### src/rtl/regfile_pkg.sv
// Shared definitions for the register-file write arbiter: widths, the $zero
// address, the pending-write record and requester ids.
package regfile_pkg;

    localparam int ADDR_W     = 5;
    localparam int DATA_W     = 32;
    localparam int FIFO_DEPTH = 2;
    localparam int REG_ZERO   = 0;

    typedef struct packed {
        logic [ADDR_W-1:0] addr;
        logic [DATA_W-1:0] data;
    } wr_req_t;

    typedef enum logic {
        REQ_A = 1'b0,
        REQ_B = 1'b1
    } req_id_t;

endpackage

### src/rtl/regfile_write_arbiter_wr_fifo.sv
// In-order synchronous FIFO for pending register writes; entry storage and the
// read pointer are exported so the top level can search for address matches.
module wr_fifo #(
    parameter int WIDTH = 37,
    parameter int DEPTH = 2,
    localparam int PTR_W = $clog2(DEPTH),
    localparam int CNT_W = PTR_W + 1
) (
    input  logic                   clk,
    input  logic                   reset,
    input  logic                   push,
    input  logic [WIDTH-1:0]       push_data,
    input  logic                   pop,
    output logic [WIDTH-1:0]       head,
    output logic [CNT_W-1:0]       count,
    output logic                   full,
    output logic                   empty,
    output logic [PTR_W-1:0]       rd_ptr,
    output logic [DEPTH*WIDTH-1:0] entries
);

    logic [WIDTH-1:0] mem [DEPTH];
    logic [PTR_W-1:0] wr_ptr;
    logic             do_push;
    logic             do_pop;

    assign full    = (count == CNT_W'(DEPTH));
    assign empty   = (count == '0);
    assign do_push = push && !full;
    assign do_pop  = pop && !empty;
    assign head    = mem[rd_ptr];

    always_comb begin
        entries = '0;
        for (int i = 0; i < DEPTH; i++) begin
            entries[i*WIDTH +: WIDTH] = mem[i];
        end
    end

    // Storage carries no reset; occupancy is defined by the pointers and count.
    always_ff @(posedge clk) begin
        if (do_push) begin
            mem[wr_ptr] <= push_data;
        end
    end

    always_ff @(posedge clk) begin
        if (reset) begin
            wr_ptr <= '0;
            rd_ptr <= '0;
            count  <= '0;
        end else begin
            if (do_push) begin
                wr_ptr <= wr_ptr + PTR_W'(1);
            end
            if (do_pop) begin
                rd_ptr <= rd_ptr + PTR_W'(1);
            end
            case ({do_push, do_pop})
                2'b10:   count <= count + CNT_W'(1);
                2'b01:   count <= count - CNT_W'(1);
                default: count <= count;
            endcase
        end
    end

endmodule

### src/rtl/regfile_write_arbiter.sv
// Round-robin share of the register-file write port between ALU (A) and load (B)
// writeback, through an in-order FIFO and a registered port stage.
// Optional hazard-check forwarding is enabled by defining REGFILE_WR_ARB_FWD_EN.
module regfile_write_arbiter #(
    parameter int ADDR_W     = regfile_pkg::ADDR_W,
    parameter int DATA_W     = regfile_pkg::DATA_W,
    parameter int FIFO_DEPTH = regfile_pkg::FIFO_DEPTH
) (
    input  logic                          clk,
    input  logic                          reset,
    input  logic                          a_valid,
    output logic                          a_ready,
    input  logic [ADDR_W-1:0]             a_addr,
    input  logic [DATA_W-1:0]             a_data,
    input  logic                          b_valid,
    output logic                          b_ready,
    input  logic [ADDR_W-1:0]             b_addr,
    input  logic [DATA_W-1:0]             b_data,
    input  logic                          wr_hold,
    output logic                          WrEn,
    output logic [ADDR_W-1:0]             Aw,
    output logic [DATA_W-1:0]             Dw,
    output logic [$clog2(FIFO_DEPTH):0]   fifo_count,
    input  logic [ADDR_W-1:0]             chk_addr,
    output logic                          chk_pending,
    output logic [DATA_W-1:0]             chk_data
);

    import regfile_pkg::*;

    localparam int PTR_W = $clog2(FIFO_DEPTH);
    localparam int CNT_W = PTR_W + 1;
    localparam int REQ_W = ADDR_W + DATA_W;

    req_id_t                   last_grant;
    logic                      grant_a;
    logic                      grant_b;
    logic                      push;
    logic                      pop;
    logic [ADDR_W-1:0]         sel_addr;
    logic [DATA_W-1:0]         sel_data;
    logic [REQ_W-1:0]          fifo_head;
    logic                      fifo_full;
    logic                      fifo_empty;
    logic [PTR_W-1:0]          fifo_rd_ptr;
    logic [FIFO_DEPTH*REQ_W-1:0] fifo_mem;

    // valid/ready: a write transfers at a posedge where valid && ready. ready is
    // a function of both valids, last_grant and FIFO fullness only, so it never
    // sees wr_hold or the same-cycle pop. Requesters hold valid/addr/data until ready.
    always_comb begin
        grant_a = 1'b0;
        grant_b = 1'b0;
        if (!fifo_full) begin
            if (a_valid && (!b_valid || last_grant == REQ_B)) begin
                grant_a = 1'b1;
            end else if (b_valid) begin
                grant_b = 1'b1;
            end
        end
    end

    assign a_ready  = grant_a;
    assign b_ready  = grant_b;
    assign sel_addr = grant_a ? a_addr : b_addr;
    assign sel_data = grant_a ? a_data : b_data;

    // Register-0 writes are consumed here and never reach the FIFO.
    assign push = (grant_a || grant_b) && (sel_addr != ADDR_W'(REG_ZERO));
    assign pop  = !wr_hold && !fifo_empty;

    always_ff @(posedge clk) begin
        if (reset) begin
            last_grant <= REQ_B;
        end else if (grant_a) begin
            last_grant <= REQ_A;
        end else if (grant_b) begin
            last_grant <= REQ_B;
        end
    end

    wr_fifo #(
        .WIDTH (REQ_W),
        .DEPTH (FIFO_DEPTH)
    ) u_wr_fifo (
        .clk       (clk),
        .reset     (reset),
        .push      (push),
        .push_data ({sel_addr, sel_data}),
        .pop       (pop),
        .head      (fifo_head),
        .count     (fifo_count),
        .full      (fifo_full),
        .empty     (fifo_empty),
        .rd_ptr    (fifo_rd_ptr),
        .entries   (fifo_mem)
    );

    always_ff @(posedge clk) begin
        if (reset) begin
            WrEn <= 1'b0;
            Aw   <= '0;
            Dw   <= '0;
        end else if (pop) begin
            WrEn <= 1'b1;
            Aw   <= fifo_head[REQ_W-1:DATA_W];
            Dw   <= fifo_head[DATA_W-1:0];
        end else begin
            WrEn <= 1'b0;
        end
    end

`ifdef REGFILE_WR_ARB_FWD_EN
    logic [PTR_W-1:0] fwd_idx;
    logic [REQ_W-1:0] fwd_entry;

    // The port register is older than anything queued, so it is checked first and
    // FIFO entries overwrite it walking oldest to youngest.
    always_comb begin
        chk_pending = 1'b0;
        chk_data    = '0;
        fwd_idx     = '0;
        fwd_entry   = '0;
        if (chk_addr != ADDR_W'(REG_ZERO)) begin
            if (WrEn && (Aw == chk_addr)) begin
                chk_pending = 1'b1;
                chk_data    = Dw;
            end
            for (int k = 0; k < FIFO_DEPTH; k++) begin
                if (CNT_W'(k) < fifo_count) begin
                    fwd_idx   = fifo_rd_ptr + PTR_W'(k);
                    fwd_entry = fifo_mem[int'(fwd_idx)*REQ_W +: REQ_W];
                    if (fwd_entry[REQ_W-1:DATA_W] == chk_addr) begin
                        chk_pending = 1'b1;
                        chk_data    = fwd_entry[DATA_W-1:0];
                    end
                end
            end
        end
    end
`else
    logic unused_fwd;

    assign chk_pending = 1'b0;
    assign chk_data    = '0;
    assign unused_fwd  = ^{chk_addr, fifo_mem, fifo_rd_ptr};
`endif

endmodule

### config.mk
export PLATFORM = sky130hd
export DESIGN_NAME = regfile_write_arbiter
export DESIGN_NICKNAME = d
export VERILOG_FILES = /design/src/rtl/regfile_pkg.sv /design/src/rtl/regfile_write_arbiter_wr_fifo.sv /design/src/rtl/regfile_write_arbiter.sv
export SDC_FILE = /design/constraint.sdc
export NUM_CORES = 1
export LEC_CHECK = 0
export BUFFER_PORTS_ARGS = -buffer_cell sky130_fd_sc_hd__buf_2
export CAP_MARGIN = 10
export CORE_ASPECT_RATIO = 0.75
export CORE_MARGIN = 5
export CORE_UTILIZATION = 54
export DETAILED_ROUTE_END_ITERATION = 12
export GPL_TIMING_DRIVEN = 0
export PLACE_DENSITY = 0.84
export SKIP_CTS_REPAIR_TIMING = 1
export SLEW_MARGIN = 0
export SYNTH_ARGS = -nofsm -noshare
export SYNTH_HDL_FRONTEND = slang
export SYNTH_SLANG_ARGS = --single-unit
### constraint.sdc
create_clock -name clk -period 6.5 [get_ports clk]
set_input_delay 0.325 -clock clk [delete_from_list [all_inputs] [get_ports clk]]
set_output_delay 0.325 -clock clk [all_outputs]
set_load 0.005 [all_outputs]
### Word level (Yosys, flattened, before mapping)

Memories as Yosys holds them, arrays and structs flattened. A register that Yosys moved wholly into a read port is not among the register bits.
Index checks and enable logic that the tools add are counted.
Widths: inputs -> output; s select.

| operators by class | value |
|---|---|
| reductions and logical operators | 15 |
| multiplexer cells | 13 |
| equality and inequality tests | 3 |
| add/subtract/negate cells | 4 |

Operator list:

| kind | count |
|---|---|
| $mux 32 | 1 |
| $mux 1 | 10 |
| $logic_and 1x1->1 | 5 |
| $mux 5 | 1 |
| $reduce_bool 5->1 | 1 |
| $eq 2x2->1 const B | 2 |
| $logic_not 1->1 | 4 |
| $pmux 2 s2 | 1 |
| $reduce_bool 2->1 | 2 |
| $add 1x1->1 const B | 2 |
| $add 2x1->2 const B | 1 |
| $eq 2x1->1 const B | 1 |
| $logic_not 2->1 | 1 |
| $logic_or 1x1->1 | 2 |
| $sub 2x1->2 const B | 1 |

| storage, ports and cells | value |
|---|---|
| memories kept | 1 |
| word-level logic and storage cells | 41 |
| bits in writable memories | 74 |
| output and inout port bits | 75 |
| input bits | 84 |
| register bits after elaboration | 6 |

Memory list:

| memory | depth | width | read ports | clocked after memory_dff | write ports | line | text |
|---|---|---|---|---|---|---|---|
| u_wr_fifo.mem | 2 | 37 | 1 | 1 | 1 | regfile_write_arbiter_wr_fifo.sv:22 | `logic [WIDTH-1:0] mem [DEPTH];` |

### Logic depth before layout (Yosys ltp)

Gate-level depths: netlist of run 1.

| logic depth | value |
|---|---|
| word-level depth | 11 |
| gate-level depth with buffers | 9 |

### By module

From an unflattened synthesis of run 1, not the netlist that was laid out.

| unflattened totals | value |
|---|---|
| cells, all modules | 395 |
| area total of the unflattened synthesis | 5007.3 um^2 |

By module, submodules not included:

| module | times used | area each (um^2) | cells each | seq. area each (um^2) |
|---|---|---|---|---|
| wr_fifo | 1 | 2882.8 | 141 | 2322.2 |
| regfile_write_arbiter | 1 | 2124.5 | 254 | 780.7 |

### Worst setup path after synthesis of run 1

OpenSTA, ideal clock, no wires.

| timing | value |
|---|---|
| path kind | reg-to-reg |
| start point | reg u_wr_fifo.count[0] |
| end point | mem u_wr_fifo.mem[0][0] (enable) |
| setup time | 0.436 ns |
| arrival time | 2.819 ns |
| path slack | 3.245 ns |
| data required time | 6.064 ns |
| cell stages (with the launch flop) | 6 |
| cells stage by stage | dfxtp_1 -> nand2b_4 -> nand3_2 -> inv_2 -> a211oi_2 -> nor2b_1 |

| on the way | value |
|---|---|
| cells in the longest elaborated chain, start to end | 8 |
| elaborated cells on any way between the ends | 11 |
| those cells by class | 1 x eq/ne; 5 x mux; 5 x reduce/logical |

Ends and longest elaborated chain:

| what | line | text |
|---|---|---|
| from (decl) | regfile_write_arbiter_wr_fifo.sv:15 | `output logic [CNT_W-1:0] count,` |
| from (signal assigned) | regfile_write_arbiter_wr_fifo.sv:60 | `2'b10: count <= count + CNT_W'(1);` |
| from (signal assigned) | regfile_write_arbiter_wr_fifo.sv:61 | `2'b01: count <= count - CNT_W'(1);` |
| from (signal assigned) | regfile_write_arbiter_wr_fifo.sv:62 | `default: count <= count;` |
| $eq 2x2->1 * | regfile_write_arbiter_wr_fifo.sv:27 | `assign full = (count == CNT_W'(DEPTH));` |
| $mux 1 | regfile_write_arbiter.sv:54 | `if (!fifo_full) begin` |
| $mux 5 | regfile_write_arbiter.sv:65 | `assign sel_addr = grant_a ? a_addr : b_addr;` |
| $reduce_bool 5->1 | regfile_write_arbiter.sv:69 | `assign push = (grant_a \|\| grant_b) && (sel_addr != ADDR_W'(REG_ZERO));` |
| $logic_and 1x1->1 | regfile_write_arbiter.sv:69 |  |
| $logic_and 1x1->1 * | regfile_write_arbiter_wr_fifo.sv:29 | `assign do_push = push && !full;` |
| $mux 1 * | regfile_write_arbiter_wr_fifo.sv:42 | `if (do_push) begin` |
| $mux 1 (implied by the code) * | regfile_write_arbiter_wr_fifo.sv:43 | `mem[wr_ptr] <= push_data;` |
| to (decl) | regfile_write_arbiter_wr_fifo.sv:22 |  |

Mark *: on every way between the ends. The rest lies on a longest branch, timed or not.

### Worst setup path after layout of run 1

| timing | value |
|---|---|
| start point | reg u_wr_fifo.count[1] |
| end point | mem u_wr_fifo.mem[1][15] (enable) |

Same word-level chain as after synthesis.

==> results of run 1 <==
-- cells in the final DEF, fill, tap and decap left out, drive strengths merged --
cell type,count
buf,164
nand2,97
edfxtp,74
dfxtp,43
nor2,43
a211oi,38
mux2i,37
clkbuf,34
conb,33
mux2,6
bufinv,4
clkinv,4
a21oi,3
o21ai,2
xnor2,2
clkinvlp,2
or4,2
nand2b,2
inv,2
nor2b,2
nand3,1
a311oi,1
and2,1
a31oi,1
or2,1
nor3,1
or3,1
xor2,1
ha,1
-- critical path, stage by stage (launching register included) --
cell and delay [ns]:
sky130_fd_sc_hd__dfxtp_1 0.44, sky130_fd_sc_hd__nand2b_4 0.11, sky130_fd_sc_hd__nand3_2 0.24, sky130_fd_sc_hd__inv_2 0.17, sky130_fd_sc_hd__a211oi_2 0.41, sky130_fd_sc_hd__and2_2 0.84
-- report_power, final --
part           total (uW)  switching (uW)  internal (uW)
logic                 764             457            307
registers            1170            89.6           1080
clock network         969             312            658
total                2900             859           2040
-- per-layer routing --
layer | track usage | vias to the layer above | wire (um)
met5 | 0 | - | 0
met3 | 0.0777 | 16 | 908
met2 | 0.378 | 141 | 5740
met4 | 0.0782 | 0 | 165
li1 | - | 1745 | -
met1 | 0.244 | 1659 | 4510
-- Yosys cell counts, drive strengths merged (3+ instances only) --
master | number | area, um^2
a21oi | 3 | 15.0
buf | 44 | 299
mux2i | 37 | 370
edfxtp | 74 | 2220
mux2 | 6 | 71.3
a211oi | 38 | 290
dfxtp | 43 | 861
nand2 | 97 | 364
clkbuf | 12 | 45.0
nor2 | 43 | 164
-- state kept, by name, summed over array words and instances, names as in the netlist --
register          cells
Dw                   32
last_grant            1
Aw                    5
u_wr_fifo.count       2
u_wr_fifo.mem        74
u_wr_fifo.rd_ptr      1
WrEn                  1
u_wr_fifo.wr_ptr      1
-- how the worst max path moves through the flow --
stage,startpoint,end,slack [ns],cells after the start
final,u_wr_fifo.count[1]$_SDFFE_PP0P_,u_wr_fifo.mem[1][15]$_DFFE_PP_,3.89,5
after floorplan,u_wr_fifo.count[0]$_SDFFE_PP0P_,u_wr_fifo.mem[0][0]$_DFFE_PP_,3.25,5
after global placement,u_wr_fifo.count[0]$_SDFFE_PP0P_,u_wr_fifo.mem[0][10]$_DFFE_PP_,2.25,5
after global routing,u_wr_fifo.count[1]$_SDFFE_PP0P_,u_wr_fifo.mem[1][15]$_DFFE_PP_,3.67,5
after detailed placement,b_valid,u_wr_fifo.mem[1][10]$_DFFE_PP_,3.89,6
after CTS,u_wr_fifo.count[0]$_SDFFE_PP0P_,u_wr_fifo.mem[1][28]$_DFFE_PP_,3.88,5
-- through the flow --
step                setup slack, ns   util
finish                         3.89  0.714
global route                   3.67  0.714
CTS                            3.88  0.714
detailed placement             3.89  0.645
global placement               2.25  0.641
floorplan                      3.25      -
-- logic make-up after synthesis --
logic type	after synthesis
XOR/XNOR	3
multiplexers	43
flip-flops	117
buffers and inverters	58
AND/OR/NAND/NOR	151
adder cells (fa/ha/maj)	1
AO/OA/AOI/OAI	45
other	1
-- area by class of cell --
type,count,area share
Sequential cell,117,0.483
Multi-Input combinational cell,276,0.245
Timing Repair Buffer,120,0.0977
Clock buffer,22,0.0728
Buffer,56,0.0539
Clock inverter,10,0.0241
Tap cell,112,0.0220
Inverter,2,0.00118
==> metrics.log, run 1 <==
[metrics] status: completed
[metrics] total placed cells including tap cells: about 680
[metrics] Bufs on Longest Clock Path: 2
[metrics] count of final max-slew check failures: 0
[metrics] final clock period utilization by the worst path: 0.402
[metrics] number of H-tree levels: 4
[metrics] mean instance size in the synthesized netlist: 11.6 um^2
[metrics] peak supply drop: ~0.00024 V
[metrics] type of the most critical hold path: in2reg
[metrics] complex-gate fraction of the synthesized area: 0.0691
[metrics] CP Data Required Time: between 6 and 7 ns
[metrics] last weighted congestion value of the routability-driven placer: between 0.7 and 0.8
[metrics] reg-to-reg slack, setup: 3.89 ns
[metrics] vias in the first global route: between 3,000 and 4,000
[metrics] count of warnings emitted by yosys: 0
[metrics] number of enable-type register cells in the synthesized netlist: between 70 and 80
[metrics] Worst Skew: roughly 0.012 ns
[metrics] transition at the pin with the smallest max-transition slack: ~0.94 ns
[metrics] number of fill cells in the layout: between 600 and 700
[metrics] dpl hpwl: approximately 8100 um
[metrics] area delta synth->final: 31.0%
[metrics] fraction of layout cells with a size suffix above 1: 0.340
[metrics] Cell Count, Final, Fillers Out: roughly 720
[metrics] first-pass GRT wire length: between 15,000 and 20,000 um
[metrics] Antenna diodes: 0
[metrics] worst r2r src: u_wr_fifo.count[1]$_SDFFE_PP0P_
[metrics] cell area after synthesis: ~5000 um^2
[metrics] Hold Path Origin: wr_hold
[metrics] vias post-DR: around 3,600
[metrics] TritonCTS clock tree: done
[metrics] kind of launch point of the worst setup path: flop
[metrics] number of primary I/O pins: 159
[metrics] ys async rst share: 0
[metrics] post-synthesis cell type count: 34
[metrics] net count reported at finish: 675
[metrics] row cnt: 30
[metrics] post-synthesis share of cell area spent on and, or, nand and nor gates: 0.126
[metrics] Worst Setup End Kind: flop
[metrics] static leakage power: 0.00282 uW
[metrics] register area share after synthesis: 0.633
[metrics] Core Region: slightly below 9000 um^2
[metrics] TritonCTS Buffers: 17
[metrics] Worst Hold Margin: about 0.11 ns
[metrics] Total GRT Usage: 0.216
[metrics] clock transition at the register clock pins on the worst setup and hold paths after CTS: about 0.050 ns
[metrics] Multi-input gate area: 1560 um^2
[metrics] starting utilization of the core area: 0.545
[metrics] final critical path time including I/O delays and setup: around 2.6 ns
[metrics] setup TNS after final layout: 0 ns
[metrics] DRT Pass-1 Iters: 5
[metrics] worst hold path cell count: 2
[metrics] clock tree root buffer cell: sky130_fd_sc_hd__clkbuf_16
[metrics] Fin. Hold Viols: 0
[metrics] biggest fanout along the worst timing path: 37
[metrics] detailed-route vias per instance: about 5.0
[metrics] Die Y: 92.2 um
[metrics] remaining max-slew budget at the tightest pin: 0.374
[metrics] Yosys reg bits: roughly 120
[metrics] multiplexer area fraction after synthesis: 0.0907
[metrics] largest net degree at the start of global routing: 38
[metrics] area share of fa/ha/maj cells after synthesis: 0.00257
[metrics] Num Clock Sinks: around 120
[metrics] remaining antenna violation count: 0
[metrics] initial antenna violation count: 0
[metrics] cell count of the worst reg-to-reg path: 5
[metrics] category of the critical setup timing path: reg2reg
[metrics] post-route design area: around 6400 um^2
[metrics] GRT Residual Overflow: 0
[metrics] FF-to-FF End: u_wr_fifo.mem[1][15]$_DFFE_PP_
[metrics] Design Power: between 2000 and 3000 uW
[metrics] post-place instance area: 5760 um^2
[metrics] worst endpoint data arrival time: between 2 and 3 ns
[metrics] horizontal extent of the die: about 120 um
[metrics] DIE AREA: 11,000 um^2
[metrics] RSZ-0062 raised after global routing: false
[metrics] number of remaining DRC errors: 0
[metrics] PortBufs: 119
[metrics] DRC marker count from the first detailed-route iteration: roughly 240
[metrics] endpoints failing setup: 0
[metrics] synthesized instance count: 419
[metrics] average wire length per cell after detail routing: ~16 um
[metrics] share of the synthesized netlist area taken by xor and xnor gates: 0.00540
[metrics] Hold Path Sink: WrEn$_SDFF_PP0_
[metrics] Fmax achieved: between 0.3 and 0.4 GHz
[metrics] max-cap violations: 0
[metrics] storage element area: approximately 3000 um^2
[metrics] combinational family with the most area after synthesis: simple AND/OR/NAND/NOR gates
[metrics] total power density per cell area: 455 nW/um^2
[metrics] most common flop cell mapped by yosys: sky130_fd_sc_hd__edfxtp_1
[metrics] total routed wirelength: ~11,000 um
[metrics] clock latency of the later-clocked register in the worst-skew pair: ~0.4 ns
Note: power is estimated with default switching activity, not from simulation.
==> run 2, diff against run 1 <==
Settings changed: ABC_AREA set to 1, CORE_UTILIZATION 54 to 50, PLACE_DENSITY 0.84 to 0.79.
Clock period 6.5 ns to 2.56 ns, I/O delays scaled along.
==> metrics.log, run 2 <==
[metrics] clock latency of the later-clocked register in the worst-skew pair: 0.41 ns (about the same)
[metrics] average wire length per cell after detail routing: 15.2 um (-3.9%)
[metrics] first-pass GRT wire length: 18,700 um (+3.1%)
[metrics] max-cap violations: 0 (unchanged)
[metrics] total routed wirelength: 12,200 um (+7.9%)
[metrics] switching power share of the total: 0.324 (+0.0285)
[metrics] register area share after synthesis: 0.640 (+0.00724)
[metrics] Fmax achieved: 0.428 GHz (+12%)
[metrics] ys async rst share: 0 (unchanged)
[metrics] remaining max-slew budget at the tightest pin: 0.443 (+0.0691)
[metrics] number of enable-type register cells in the synthesized netlist: 74 (unchanged)
[metrics] clock transition at the register clock pins on the worst setup and hold paths after CTS: 0.06 ns (about the same)
[metrics] vias post-DR: 3,886 (+9.1%)
[metrics] Design Power: 7080 uW (+140%)
[metrics] Die Y: 95.0 um (+3.0%)
[metrics] endpoints failing setup: 0 (unchanged)
[metrics] status: completed
[metrics] most frequent standard cell in the layout excluding fill and tap cells: sky130_fd_sc_hd__nand2_1
[metrics] largest net degree at the start of global routing: 38 (unchanged)
[metrics] count of warnings emitted by yosys: 0 (unchanged)
[metrics] Antenna diodes: 0 (unchanged)
[metrics] Worst Setup End Kind: flop
[metrics] RSZ-0062 raised after global routing: false
[metrics] Logic pwr share: 0.256 (-0.007)
[metrics] area delta synth->final: 31.6%
[metrics] starting utilization of the core area: 0.504 (-0.0405)
[metrics] final critical path time including I/O delays and setup: 2.34 ns (-0.272 ns)
[metrics] switching pwr: 2300 uW (+170%)
[metrics] longest individual stage delay on the worst path: 0.62 ns (-0.22 ns)
[metrics] type of the most critical hold path: in2reg
[metrics] most frequent cells in the layout: sky130_fd_sc_hd__nand2_1 (189), sky130_fd_sc_hd__buf_2 (125), sky130_fd_sc_hd__edfxtp_1 (74)
[metrics] count of final max-slew check failures: 0 (unchanged)
[metrics] DIE AREA: 11,700 um^2 (+6.1%)
[metrics] synthesized instance count: 484 (+16%)
[metrics] worst endpoint data arrival time: 2.37 ns (-0.26 ns)
[metrics] kind of launch point of the worst setup path: flop
[metrics] Bufs on Longest Clock Path: 2 (unchanged)
[metrics] dpl hpwl: 8440 um (+4.1%)
[metrics] number of H-tree levels: 4 (unchanged)
[metrics] register with the highest flop count: u_wr_fifo.mem
[metrics] remaining antenna violation count: 0 (unchanged)
[metrics] post-synthesis cell type count: 25 (-26%)
[metrics] max reg flops: 74 (unchanged)
[metrics] cell types with the largest area share after synthesis: sky130_fd_sc_hd__edfxtp_1 (46%), sky130_fd_sc_hd__dfxtp_1 (18%), sky130_fd_sc_hd__nand2_1 (15%), sky130_fd_sc_hd__buf_4 (5.1%), sky130_fd_sc_hd__a31oi_1 (4.8%)
[metrics] number of primary I/O pins: 159 (unchanged)
[metrics] largest registers: u_wr_fifo.mem x74, Dw x32, Aw x5
[metrics] CP Data Required Time: 2.59 ns (-3.93 ns)
[metrics] most common flop cell mapped by yosys: sky130_fd_sc_hd__edfxtp_1
[metrics] PortBufs: 120 (+0.84%)
[metrics] Fin. Hold Viols: 0 (unchanged)
[metrics] peak supply drop: 0.000573 V (+140%)
[metrics] library cell with the largest summed area after synthesis: sky130_fd_sc_hd__edfxtp_1
[metrics] Total GRT Usage: 0.214 (-0.00178)
[metrics] horizontal extent of the die: 123 um (+3.1%)
[metrics] top-area cell type share of the netlist area: 0.462 (+0.00522)
[metrics] series of cell instances along the critical path: inv_2 -> nand2_4 -> nand3_4 -> inv_2 -> nand2_1 -> nand2_2 -> nor2_2 -> nand2_2 -> nand3_2 -> inv_2
[metrics] category of the critical setup timing path: reg2reg
[metrics] Slowest-stage cell, CP: sky130_fd_sc_hd__inv_2
[metrics] ranking of synthesized cells by instance count: sky130_fd_sc_hd__nand2_1 (189), sky130_fd_sc_hd__edfxtp_1 (74), sky130_fd_sc_hd__dfxtp_1 (43)
[metrics] Clock Power Share: 0.325 (-0.009)
[metrics] biggest fanout along the worst timing path: 37 (unchanged)
[metrics] number of remaining DRC errors: 0 (unchanged)
[metrics] initial antenna violation count: 0 (unchanged)
[metrics] net count reported at finish: 743 (+10%)
[metrics] Core Region: 9540 um^2 (+6.8%)
[metrics] vias in the first global route: 3,894 (+2.8%)
[metrics] final clock period utilization by the worst path: 0.913 (+0.512)
[metrics] TritonCTS Buffers: 17 (unchanged)
[metrics] DRT Pass-1 Iters: 5 (unchanged)
[metrics] GRT Residual Overflow: 0 (unchanged)
[metrics] library cell with the highest instance count after synthesis: sky130_fd_sc_hd__nand2_1
[metrics] internal power component: 4790 uW (+130%)
[metrics] cell area after synthesis: 4810 um^2 (-1.1%)
[metrics] Worst Hold Margin: 0.00780 ns (-0.103 ns)
[metrics] TritonCTS clock tree: done
[metrics] Yosys reg bits: 117 (unchanged)
[metrics] clock tree root buffer cell: sky130_fd_sc_hd__clkbuf_16
[metrics] fraction of layout cells with a size suffix above 1: 0.310 (-0.0300)
[metrics] row cnt: 31 (+3.3%)
[metrics] Num Clock Sinks: 117 (unchanged)
[metrics] mean instance size in the synthesized netlist: 9.94 um^2 (-14%)
[metrics] transition at the pin with the smallest max-transition slack: 0.834 ns (-0.105 ns)
[metrics] last weighted congestion value of the routability-driven placer: 0.750 (-0.56%)
[metrics] total power density per cell area: 1120 nW/um^2 (+150%)
[metrics] DRC marker count from the first detailed-route iteration: 241 (-0.82%)
[metrics] Worst Skew: 0.00816 ns (-0.00357 ns)
[metrics] CP dominant cell by count: sky130_fd_sc_hd__inv_2
[metrics] static leakage power: 0.00296 uW (+5.0%)
[metrics] detailed-route vias per instance: 4.84 (-2.8%)
[metrics] Seq pwr share: 0.418 (+0.015)
-- run 2: worst paths after layout --
path | from | endpoint | slack [ns] | depth (start not counted)
worst max-delay path | u_wr_fifo.count[0]$_SDFFE_PP0P_ | u_wr_fifo.mem[1][34]$_DFFE_PP_ | 0.22 | 10
worst min-delay path | a_data[3] | u_wr_fifo.mem[1][3]$_DFFE_PP_ | 0.008 | 3
worst max register to register | u_wr_fifo.count[0]$_SDFFE_PP0P_ | u_wr_fifo.mem[1][34]$_DFFE_PP_ | 0.22 | 10
worst min register to register | last_grant$_SDFFE_PP1N_ | last_grant$_SDFFE_PP1N_ | 0.50 | 2
-- run 2: through the flow --
| step | setup slack, ns | instance area (um^2) | TNS, ns | instances | util |
|---|---|---|---|---|---|
| 2_1_floorplan | 0.0740 | 4940 | 0 | 516 | - |
| 3_3_place_gp | -0.574 | 5700 | -27.84 | 768 | 0.598 |
| 3_5_place_dp | 0.0844 | 5730 | 0 | 769 | 0.601 |
| 4_1_cts | 0.0776 | 6320 | 0 | 801 | 0.662 |
| 5_1_grt | 0.000167 | 6330 | 0 | 803 | 0.664 |
| 6_report | 0.222 | 6330 | 0 | 803 | 0.664 |
-- run 2: worst max-delay path, delay by kind of cell, from the launching register on --
kind	cells	cell delay (ns)
simple gates	7	0.58
flops	1	0.42
buf+inv	3	0.93
-- run 2: kinds of logic after synthesis --
kind of cell | share of synthesized area
simple gates | 0.171
buf+inv | 0.0879
other cells | 0.000779
fa+ha+maj | 0.00260
compound gates | 0.0972
flops | 0.640
-- run 2: final cells by class --
class / instances / area [um^2]
Clock buffer: 17 / 425
Tap cell: 132 / 165
Clock inverter: 15 / 156
Buffer: 59 / 359
Multi-Input combinational cell: 324 / 1440
Fill cell: 768 / 3210
Inverter: 17 / 63.8
Sequential cell: 117 / 3080
Timing Repair Buffer: 122 / 638
-- run 2: layer usage --
| metal | part of all wire | vias up | track usage |
|---|---|---|---|
| met5 | 0 | - | 0 |
| met3 | 0.088 | 22 | 0.0677 |
| li1 | - | 1912 | - |
| met4 | 0.018 | 0 | 0.0903 |
| met1 | 0.41 | 1774 | 0.264 |
| met2 | 0.49 | 178 | 0.350 |
-- run 2: power groups by stage --
stage / logic [uW] / registers [uW] / clock network (uW)
final: 1820 / 2960 / 2310
after CTS: 1820 / 2960 / 2320
after global placement: 1670 / 2970 / 0
after global routing: 2050 / 3010 / 2410
after detailed placement: 1810 / 2990 / 0
after floorplan: 1050 / 2970 / 0
==> run 3, diff against run 2 <==
==> constraint.sdc (replaced) <==
create_clock -name clk -period 2.56 [get_ports clk]
set_input_delay 0.256 -clock clk [delete_from_list [all_inputs] [get_ports clk]]
set_output_delay 0.256 -clock clk [all_outputs]
set_load 0.005 [all_outputs]
==> metrics.log, run 3 (same netlist as run 2, synthesis figures left out) <==
[metrics] post-place instance area: 5730 um^2 (unchanged)
[metrics] horizontal extent of the die: 123 um (unchanged)
[metrics] number of primary I/O pins: 159 (unchanged)
[metrics] DRT Pass-1 Iters: 5 (unchanged)
[metrics] clock latency of the later-clocked register in the worst-skew pair: 0.41 ns (about the same)
[metrics] number of H-tree levels: 4 (unchanged)
[metrics] last weighted congestion value of the routability-driven placer: 0.750 (unchanged)
[metrics] worst r2r src: u_wr_fifo.count[0]$_SDFFE_PP0P_
[metrics] type of the most critical hold path: in2reg
[metrics] dpl hpwl: 8440 um (unchanged)
[metrics] Core Region: 9540 um^2 (unchanged)
[metrics] first-pass GRT wire length: 18,700 um (unchanged)
[metrics] peak supply drop: 0.000573 V (about the same)
[metrics] total routed wirelength: 12,200 um (-0.35%)
[metrics] biggest fanout along the worst timing path: 37 (unchanged)
[metrics] Worst Skew: 0.00986 ns (+0.00170 ns)
[metrics] starting utilization of the core area: 0.504 (unchanged)
[metrics] vias post-DR: 3,904 (+0.46%)
[metrics] DRC marker count from the first detailed-route iteration: 231 (-4.1%)
[metrics] register with the highest flop count: u_wr_fifo.mem
[metrics] TritonCTS Buffers: 17 (unchanged)
[metrics] Hold Path Sink: WrEn$_SDFF_PP0_
[metrics] fraction of layout cells with a size suffix above 1: 0.310 (+0.000463)
[metrics] final clock period utilization by the worst path: 0.912 (-0.00168)
[metrics] Antenna diodes: 0 (unchanged)
[metrics] number of remaining DRC errors: 0 (unchanged)
[metrics] DIE AREA: 11,700 um^2 (unchanged)
[metrics] Num Clock Sinks: 117 (unchanged)
[metrics] Bufs on Longest Clock Path: 2 (unchanged)
[metrics] static leakage power: 0.00295 uW (-0.14%)
[metrics] GRT Residual Overflow: 0 (unchanged)
[metrics] endpoints failing setup: 0 (unchanged)
[metrics] Fin. Hold Viols: 0 (unchanged)
[metrics] kind of launch point of the worst setup path: flop
[metrics] Core Util, Final: 0.663 (-0.00105)
[metrics] Worst Hold Margin: 0.0170 ns (+0.00916 ns)
[metrics] transition at the pin with the smallest max-transition slack: 0.830 ns (-0.00410 ns)
[metrics] RSZ-0062 raised after global routing: false
[metrics] category of the critical setup timing path: reg2reg
[metrics] largest net degree at the start of global routing: 38 (unchanged)
[metrics] reg-to-reg slack, setup: 0.23 ns (about the same)
[metrics] PortBufs: 120 (unchanged)
[metrics] count of final max-slew check failures: 0 (unchanged)
[metrics] status: completed
[metrics] largest registers: u_wr_fifo.mem x74, Dw x32, Aw x5
[metrics] detailed-route vias per instance: 4.87 (+0.59%)
[metrics] Die Y: 95.0 um (unchanged)
[metrics] vias in the first global route: 3,894 (unchanged)
[metrics] FF-to-FF End: u_wr_fifo.mem[1][34]$_DFFE_PP_
[metrics] average wire length per cell after detail routing: 15.2 um (-0.23%)
[metrics] Worst Setup End Kind: flop
[metrics] cell count of the worst reg-to-reg path: 10 (unchanged)
[metrics] area delta synth->final: 31.3%
[metrics] most frequent cells in the layout: sky130_fd_sc_hd__nand2_1 (189), sky130_fd_sc_hd__buf_2 (125), sky130_fd_sc_hd__edfxtp_1 (74)
[metrics] remaining antenna violation count: 0 (unchanged)
[metrics] setup TNS after final layout: 0 ns (unchanged)
[metrics] final critical path time including I/O delays and setup: 2.33 ns (-0.00429 ns)
[metrics] worst hold path cell count: 2 (-1)
[metrics] net count reported at finish: 742 (-0.13%)
[metrics] Fmax achieved: 0.428 GHz (+0.18%)
[metrics] clock transition at the register clock pins on the worst setup and hold paths after CTS: 0.06 ns (about the same)
[metrics] CP Data Required Time: 2.59 ns (about the same)
[metrics] most frequent standard cell in the layout excluding fill and tap cells: sky130_fd_sc_hd__nand2_1
[metrics] total power density per cell area: 1120 nW/um^2 (+0.11%)
[metrics] row cnt: 31 (unchanged)
[metrics] max reg flops: 74 (unchanged)
[metrics] initial antenna violation count: 0 (unchanged)
[metrics] Hold Path Origin: reset
[metrics] TritonCTS clock tree: done
[metrics] worst endpoint data arrival time: 2.36 ns (about the same)
[metrics] clock tree root buffer cell: sky130_fd_sc_hd__clkbuf_16
[metrics] post-route design area: 6320 um^2 (-0.16%)
[metrics] remaining max-slew budget at the tightest pin: 0.446 (+0.00274)
[metrics] max-cap violations: 0 (unchanged)
[metrics] Total GRT Usage: 0.214 (unchanged)
[metrics] Design Power: 7080 uW (about the same)
==> run 3: cell types whose count changed in the layout (fill, tap and decap cells not counted) <==
cell                            before  now
sky130_fd_sc_hd__dlygate4sd3_1       1    0
==> run 3: layout make-up <==
type                            count  area, um^2
Tap cell                          132         165
Buffer                             59         359
Inverter                           17        63.8
Multi-Input combinational cell    324        1440
Clock buffer                       17         425
Clock inverter                     15         156
Timing Repair Buffer              121         628
Fill cell                         769        3220
Sequential cell                   117        3080
==> run 3: worst max-delay path by stage <==
stage	from	end	slack, ns	cells past startpoint
detailed placement	u_wr_fifo.count[0]$_SDFFE_PP0P_	u_wr_fifo.mem[0][8]$_DFFE_PP_	0.08	11
global route	u_wr_fifo.count[0]$_SDFFE_PP0P_	u_wr_fifo.mem[1][22]$_DFFE_PP_	0.0002	10
CTS	u_wr_fifo.count[0]$_SDFFE_PP0P_	u_wr_fifo.mem[0][12]$_DFFE_PP_	0.08	11
finish	u_wr_fifo.count[0]$_SDFFE_PP0P_	u_wr_fifo.mem[1][34]$_DFFE_PP_	0.23	10
floorplan	u_wr_fifo.count[0]$_SDFFE_PP0P_	u_wr_fifo.mem[0][0]$_DFFE_PP_	0.07	11
global placement	u_wr_fifo.count[0]$_SDFFE_PP0P_	u_wr_fifo.mem[0][9]$_DFFE_PP_	-0.57	10
==> run 3: per-layer routing <==
layer / routed length, um / GRT usage
met2: 5910 / 0.350
met4: 241 / 0.0903
met3: 1110 / 0.0677
met1: 4920 / 0.264
met5: 0 / 0
==> run 3: critical path, cell delays in order, from the launching register on <==
cell and delay (ns):
sky130_fd_sc_hd__dfxtp_1 0.42, sky130_fd_sc_hd__inv_2 0.09, sky130_fd_sc_hd__nand2_4 0.09, sky130_fd_sc_hd__nand3_4 0.08
sky130_fd_sc_hd__inv_2 0.22, sky130_fd_sc_hd__nand2_1 0.10, sky130_fd_sc_hd__nand2_2 0.10, sky130_fd_sc_hd__nor2_2 0.05
sky130_fd_sc_hd__nand2_2 0.08, sky130_fd_sc_hd__nand3_2 0.08, sky130_fd_sc_hd__inv_2 0.62
==> run 3: power breakdown <==
| group | internal [uW] | switching [uW] | total (uW) |
|---|---|---|---|
| Combinational | 621 | 1200 | 1820 |
| Sequential | 2730 | 230 | 2960 |
| Clock | 1430 | 869 | 2300 |
| Total | 4790 | 2300 | 7080 |
==> run 3: through the flow <==
| step | cells | setup WS [ns] |
|---|---|---|
| CTS | 801 | 0.0776 |
| floorplan | 516 | 0.0740 |
| global placement | 768 | -0.574 |
| global route | 802 | 0.000167 |
| detailed placement | 769 | 0.0844 |
| finish | 802 | 0.226 |
